File: config.mk
export PLATFORM = sky130hd
export DESIGN_NAME = yuv422_unpack_flat
export DESIGN_NICKNAME = d
export VERILOG_FILES = /design/src/rtl/yuv422_unpack_pkg.sv /design/src/rtl/yuv422_unpack_if.sv /design/src/rtl/yuv422_unpack.sv /design/src/flat_wrapper.sv
export SDC_FILE = /design/constraint.sdc
export NUM_CORES = 1
export LEC_CHECK = 0
export ABC_CLOCK_PERIOD_IN_PS = 2020
export BUFFER_PORTS_ARGS = -buffer_cell sky130_fd_sc_hd__buf_2
export CAP_MARGIN = 20
export CORE_MARGIN = 2
export CORE_UTILIZATION = 45
export CTS_CLUSTER_SIZE = 10
export DETAILED_ROUTE_END_ITERATION = 6
export MAX_ROUTING_LAYER = met4
export PLACE_DENSITY = 0.65
export SLEW_MARGIN = 20
export SYNTH_ARGS = -nofsm -noshare
export SYNTH_HDL_FRONTEND = slang
export SYNTH_SLANG_ARGS = --single-unit
File: constraint.sdc
create_clock -name clk -period 2.02 [get_ports clk]
set_clock_uncertainty 0.2 [all_clocks]
set_input_delay 0.101 -clock clk [delete_from_list [all_inputs] [get_ports clk]]
set_output_delay 0.101 -clock clk [all_outputs]
set_load 0.005 [all_outputs]
File: src/rtl/yuv422_unpack_pkg.sv
// yuv_pkg: shared definitions for the YUV 4:2:2 unpacker.
//   phase_t      - byte position inside a 4-byte pixel-pair group (B0..B3)
//   ORDER_UYVY   - BYTE_ORDER value for U,Y0,V,Y1 packing
//   ORDER_YUYV   - BYTE_ORDER value for Y0,U,Y1,V packing
//   PIX_W        - width of one component byte
//   next_phase() - B0->B1->B2->B3->B0 step
package yuv_pkg;

    typedef enum logic [1:0] {
        B0 = 2'd0,
        B1 = 2'd1,
        B2 = 2'd2,
        B3 = 2'd3
    } phase_t;

    localparam int ORDER_UYVY = 0;
    localparam int ORDER_YUYV = 1;
    localparam int PIX_W      = 8;

    function automatic phase_t next_phase(input phase_t p);
        return phase_t'(p + 2'd1);
    endfunction

endpackage

File: src/rtl/yuv422_unpack_if.sv
// Interfaces for yuv422_unpack.
//   yuv422_cam_if : camera byte stream (vsync, href, de, din).
//                   master = camera side, slave = unpacker.
//   yuv422_pix_if : per-pixel output (Y, U, V, pix_valid, sof, eol, err,
//                   plus px/py when YUV422_PIX_COORD_EN is defined).
//                   master = unpacker, slave = downstream consumer.
interface yuv422_cam_if;
    import yuv_pkg::*;

    logic             vsync;
    logic             href;
    logic             de;
    logic [PIX_W-1:0] din;

    modport master (output vsync, href, de, din);
    modport slave  (input  vsync, href, de, din);
endinterface

interface yuv422_pix_if
`ifdef YUV422_PIX_COORD_EN
    #(parameter int X_W = 10, parameter int Y_W = 9)
`endif
    ;
    import yuv_pkg::*;

    logic [PIX_W-1:0] Y;
    logic [PIX_W-1:0] U;
    logic [PIX_W-1:0] V;
    logic             pix_valid;
    logic             sof;
    logic             eol;
    logic             err;
`ifdef YUV422_PIX_COORD_EN
    logic [X_W-1:0]   px;
    logic [Y_W-1:0]   py;
`endif

`ifdef YUV422_PIX_COORD_EN
    modport master (output Y, U, V, pix_valid, sof, eol, err, px, py);
    modport slave  (input  Y, U, V, pix_valid, sof, eol, err, px, py);
`else
    modport master (output Y, U, V, pix_valid, sof, eol, err);
    modport slave  (input  Y, U, V, pix_valid, sof, eol, err);
`endif
endinterface

File: src/rtl/yuv422_unpack.sv
// yuv422_unpack: packed 8-bit YUV 4:2:2 byte stream -> one Y/U/V triple
// per pixel, chroma shared across each pixel pair.
//
// Ports:
//   clk  - system clock
//   rst  - asynchronous, active-low reset
//   cam  - yuv422_cam_if.slave : vsync, href, de, din
//   pix  - yuv422_pix_if.master: Y, U, V, pix_valid, sof, eol, err
//                                (+ px, py with YUV422_PIX_COORD_EN)
//
// Parameters:
//   BYTE_ORDER - 0 = UYVY, 1 = YUYV
//   X_W, Y_W   - column / line counter widths (coordinate feature only)
//
// Optional feature: define YUV422_PIX_COORD_EN to add px/py coordinate
// outputs aligned with pix_valid.
//
// All outputs are registered; a pixel appears exactly one cycle after the
// strobe edge of the byte that completes it. Y/U/V hold between pixels.
module yuv422_unpack
    import yuv_pkg::*;
#(
    parameter int BYTE_ORDER = 0,
    parameter int X_W        = 10,
    parameter int Y_W        = 9
) (
    input  logic         clk,
    input  logic         rst,
    yuv422_cam_if.slave  cam,
    yuv422_pix_if.master pix
);

    generate
        if ((BYTE_ORDER != ORDER_UYVY && BYTE_ORDER != ORDER_YUYV) || X_W < 1 || Y_W < 1) begin : g_bad_cfg
            $error("yuv422_unpack: BYTE_ORDER must be 0 or 1, X_W/Y_W must be >= 1");
        end
    endgenerate

    localparam bit YUYV = (BYTE_ORDER == ORDER_YUYV);

    phase_t           phase;
    logic [PIX_W-1:0] u_r, v_r, y0_r, y1_r;
    logic             pend;       // YUYV second pixel owed next cycle
    logic             sof_armed;
    logic             href_d;

    logic accept;
    logic fall;
    assign accept = cam.de & cam.href & ~cam.vsync;
    assign fall   = href_d & ~cam.href;

    // Which pixel (if any) is produced by this cycle's inputs.
    logic             emit;
    logic [PIX_W-1:0] e_y, e_u, e_v;

    always_comb begin
        emit = 1'b0;
        e_y  = y0_r;
        e_u  = u_r;
        e_v  = v_r;
        if (pend) begin
            // pend is only set by a B3 byte, so phase is B0 now and no
            // accepted byte this cycle can also complete a pixel.
            emit = 1'b1;
            e_y  = y1_r;
        end else if (accept) begin
            if (!YUYV) begin
                if (phase == B2) begin
                    emit = 1'b1;
                    e_v  = cam.din;
                end else if (phase == B3) begin
                    emit = 1'b1;
                    e_y  = cam.din;
                end
            end else if (phase == B3) begin
                emit = 1'b1;
                e_v  = cam.din;
            end
        end
    end

    always_ff @(posedge clk or negedge rst) begin
        if (!rst) begin
            phase         <= B0;
            u_r           <= '0;
            v_r           <= '0;
            y0_r          <= '0;
            y1_r          <= '0;
            pend          <= 1'b0;
            sof_armed     <= 1'b1;
            href_d        <= 1'b0;
            pix.Y         <= '0;
            pix.U         <= '0;
            pix.V         <= '0;
            pix.pix_valid <= 1'b0;
            pix.sof       <= 1'b0;
            pix.eol       <= 1'b0;
            pix.err       <= 1'b0;
        end else begin
            href_d        <= cam.href;
            pix.pix_valid <= emit;
            pix.eol       <= fall & ~cam.vsync;
            // A nonzero phase at the fall means a partial group is dropped.
            pix.err       <= fall & ~cam.vsync & (phase != B0);
            pend          <= accept & YUYV & (phase == B3);

            if (emit) begin
                pix.Y     <= e_y;
                pix.U     <= e_u;
                pix.V     <= e_v;
                pix.sof   <= sof_armed;
                sof_armed <= 1'b0;
            end else begin
                pix.sof   <= 1'b0;
            end
            if (cam.vsync)
                sof_armed <= 1'b1;

            if (accept) begin
                if (!YUYV) begin
                    case (phase)
                        B0:      u_r  <= cam.din;
                        B1:      y0_r <= cam.din;
                        B2:      v_r  <= cam.din;
                        default: ;
                    endcase
                end else begin
                    case (phase)
                        B0:      y0_r <= cam.din;
                        B1:      u_r  <= cam.din;
                        B2:      y1_r <= cam.din;
                        default: v_r  <= cam.din;
                    endcase
                end
            end

            // Outside an active line the group always restarts at B0.
            if (cam.vsync || !cam.href)
                phase <= B0;
            else if (accept)
                phase <= next_phase(phase);
        end
    end

`ifdef YUV422_PIX_COORD_EN
    logic [X_W-1:0] x_cnt;
    logic [Y_W-1:0] y_cnt;

    always_ff @(posedge clk or negedge rst) begin
        if (!rst) begin
            x_cnt  <= '0;
            y_cnt  <= '0;
            pix.px <= '0;
            pix.py <= '0;
        end else begin
            if (emit) begin
                pix.px <= x_cnt;
                pix.py <= y_cnt;
                x_cnt  <= x_cnt + 1'b1;
            end
            // A pend pixel landing on the fall cycle still takes the old
            // column; the clear below wins over the increment.
            if (fall || cam.vsync)
                x_cnt <= '0;
            if (cam.vsync)
                y_cnt <= '0;
            else if (fall)
                y_cnt <= y_cnt + 1'b1;
        end
    end
`endif

endmodule

File: src/flat_wrapper.sv
// flat-port wrapper written by rule: the top's interface ports become plain ports
module yuv422_unpack_flat import yuv_pkg::*;
#(
    parameter int BYTE_ORDER = 0,
    parameter int X_W        = 10,
    parameter int Y_W        = 9
)
  (clk, rst, cam_vsync, cam_href, cam_de, cam_din, pix_Y, pix_U, pix_V, pix_pix_valid, pix_sof, pix_eol, pix_err);
  yuv422_cam_if cam_i ();
  yuv422_pix_if pix_i ();
  input  logic clk;
  input  logic rst;
  input wire logic [$bits(cam_i.vsync)-1:0] cam_vsync;
  input wire logic [$bits(cam_i.href)-1:0] cam_href;
  input wire logic [$bits(cam_i.de)-1:0] cam_de;
  input wire logic [$bits(cam_i.din)-1:0] cam_din;
  output wire logic [$bits(pix_i.Y)-1:0] pix_Y;
  output wire logic [$bits(pix_i.U)-1:0] pix_U;
  output wire logic [$bits(pix_i.V)-1:0] pix_V;
  output wire logic [$bits(pix_i.pix_valid)-1:0] pix_pix_valid;
  output wire logic [$bits(pix_i.sof)-1:0] pix_sof;
  output wire logic [$bits(pix_i.eol)-1:0] pix_eol;
  output wire logic [$bits(pix_i.err)-1:0] pix_err;
  assign cam_i.vsync = cam_vsync;
  assign cam_i.href = cam_href;
  assign cam_i.de = cam_de;
  assign cam_i.din = cam_din;
  assign pix_Y = pix_i.Y;
  assign pix_U = pix_i.U;
  assign pix_V = pix_i.V;
  assign pix_pix_valid = pix_i.pix_valid;
  assign pix_sof = pix_i.sof;
  assign pix_eol = pix_i.eol;
  assign pix_err = pix_i.err;
  yuv422_unpack #(.BYTE_ORDER(BYTE_ORDER), .X_W(X_W), .Y_W(Y_W)) u_core (.clk(clk), .rst(rst), .cam(cam_i), .pix(pix_i));
endmodule
==> out/results.txt <==
Area after DPL: 2610 um^2
worst skew pair latency: 310 ps
CP startpoint kind: flip-flop
HP Class: in -> async
Power Density: 743 nW/um^2
Critical Path Fanout Max: 10
Worst path max stage delay: 430 ps
final WL: 4660 um
CORE AREA: 5010 um^2
CTS Root Cell: clkbuf_8
layout cells sized above 1: 0.390
placed cells: 278
clock slew at reported path FFs: 100 ps
CTS resizes: 0
largest net degree at the start of global routing: 36
CP Data Required Time: 2020 ps
Yosys reg bits: 56
cell taking the most area after synthesis: dfrtp_1
commonest cells after routing, fill and taps aside: 55 x dfrtp_1, 40 x buf_2, 32 x mux2_2
setup violators final: 0
Placer Congestion: 0.694
critical path capture point type: flip-flop
DR iter-0 viols: 96
iteration count of the initial detailed-routing pass: 4
Num CTS Buffers: 5
grt ovf: 0
ant diodes: 0
gr usage total: 0.186
Initial Utilization: 0.459
top sig layer: met4
metal3 WL: 209 um
status: finished clean
full die area: 5700 um^2
Die Y-Extent: 75.5 um
fin. max-slew vios: 0
CTS H-Tree Depth: 2
Worst Tran Pin Value: 509 ps
library cells used by synthesis: 25
Row Count: 26
Syn Std Cell Area: 2300 um^2
setup_tns: 0 ps
Clock Path Buffers: 2
antenna violations before repair: 0
vias: 1585
CP Data Arrival Time: 1780 ps
Layout fillers: 430
# clock sinks: 56
Syn Nets: 187
Post-Syn Area per Cell: 13.5 um^2
metal1 wirelength: 2130 um
max cap viols: 0
Antenna Nets Post-Route: 0
critical-path cell list: inv_1, ha_1, nor2_1, nor2_4, mux2_2
Worst VDD drop: 443 uV
Residual DRC: 0
most common cell after layout, fill and taps aside: dfrtp_1
per-cell routed wire length: 15.6 um
top cells by area, synth: dfrtp_1 60%, mux2_2 16%, o22ai_1 7.6%
DPL Wire Length: 2980 um
fin cells: 298
unrepaired setup endpoints after global routing: false
Area Growth Syn to Fin: 22.6%
vias per cell: 5.32
Nets: 244
fin crit period: 1780 ps
FMAX: 562 MHz
Port Buf Inserts: 40
Final Cycle Share: 0.880
I/O Pins: 41
Hold Fails Final Rpt: 0
top cell type's share of synthesized area: 0.598
CTS tree: done
sequential element share of the synthesized area: 0.610
yosys warns: 0
design area: 2820 um^2
Setup WS pre-CTS: 249 ps
CP Class: reg -> reg
Crit-path slowest cell: dfrtp_1
first-pass GRT wire length: 7670 um
static leakage: 0.00134 uW
met2 routed WL: 2260 um
Final Worst Setup Slack: 242 ps
vias in the first global route: 1529
relative slew slack: 0.660
Syn Inst Count: 170
Die Width: 75.5 um
## routing by layer
layer,up-vias,track usage
met1,790,0.265
met4,0,0.0702
met2,42,0.271
met5,-,-
li1,748,-
met3,5,0.0291
## report_power, final
group	internal, uW	switching, uW
clock	248	364
sequential	1220	48.4
combinational	127	92.8
total	1590	506
## flip-flops by register name, indices dropped and copies added, names as in the netlist
register              count
u_core.e_u                8
u_core.pix.U              8
u_core.pix.V              8
u_core.pix.Y              8
u_core.v_r                8
u_core.y0_r               8
u_core.phase              2
u_core.href_d             1
u_core.pix.eol            1
u_core.pix.err            1
u_core.pix.pix_valid      1
u_core.pix.sof            1
u_core.sof_armed          1
## area by class of cell
class	count	area, um^2	area share
Timing Repair Buffer	59	398	0.141
Inverter	3	11.3	0.00399
Multi-Input combinational cell	102	833	0.295
Clock inverter	2	16.3	0.00576
Clock buffer	6	72.6	0.0257
Sequential cell	56	1400	0.497
Tap cell	70	87.6	0.0310
## synth_stat cells (all sizes together)
master	number
dfstp	1
inv	3
a21oi	14
mux2	32
dfrtp	55
mux2i	1
nand2b	2
a221o	2
a32o	2
xnor2	1
buf	6
nand4b	3
nand2	1
o22ai	28
clkbuf	3
and3b	1
ha	4
nor3b	1
nor2b	2
o21ai	1
nor2	5
nand3b	1
and2	1
## worst paths after layout
check	startpoint	to	slack [ps]	depth (start not counted)
max	u_core.phase[0]	u_core.pix.U[5]	240	5
min	rst	u_core.y0_r[1]	80	2
max reg2reg	u_core.phase[0]	u_core.pix.U[5]	240	5
min reg2reg	u_core.sof_armed	u_core.sof_armed	290	2
max in group asynchronous	rst	u_core.y0_r[7]	970	3
min in group clk	u_core.sof_armed	u_core.sof_armed	290	2
## critical path: cells and delay by family (launching register included)
kind / cells / cell delay, ps
multiplexers: 1 / 380
adder cells (fa/ha/maj): 1 / 210
buffers and inverters: 1 / 100
flip-flops: 1 / 430
AND/OR/NAND/NOR: 2 / 360
## cells by family (layout without fill, tap and decap cells)
| logic type | after synthesis | after routing | synth area share |
|---|---|---|---|
| compound gates | 47 | 47 | 0.126 |
| flops | 56 | 56 | 0.610 |
| buf+inv | 12 | 70 | 0.0283 |
| xor+xnor | 1 | 1 | 0.00381 |
| mux | 33 | 33 | 0.161 |
| fa+ha+maj | 4 | 4 | 0.0218 |
| simple gates | 17 | 17 | 0.0495 |
## metrics by stage
step	power, uW	util	hold WS [ps]
after global placement	1480	0.521	-97.8
after detailed placement	1490	0.521	-93.3
after global routing	2190	0.563	152
final	2100	0.563	76.9
after floorplan	1400	-	-395
after CTS	2110	0.563	94.7
## repair_timing
action | 4_1_cts | 5_1_grt
endpoints found under the setup margin | 0 | 0
hold buffers | 12 | 0
hold endpoints to repair | 101 | 0
setup buffers | 0 | 0
(Power assumes the default switching activity.)
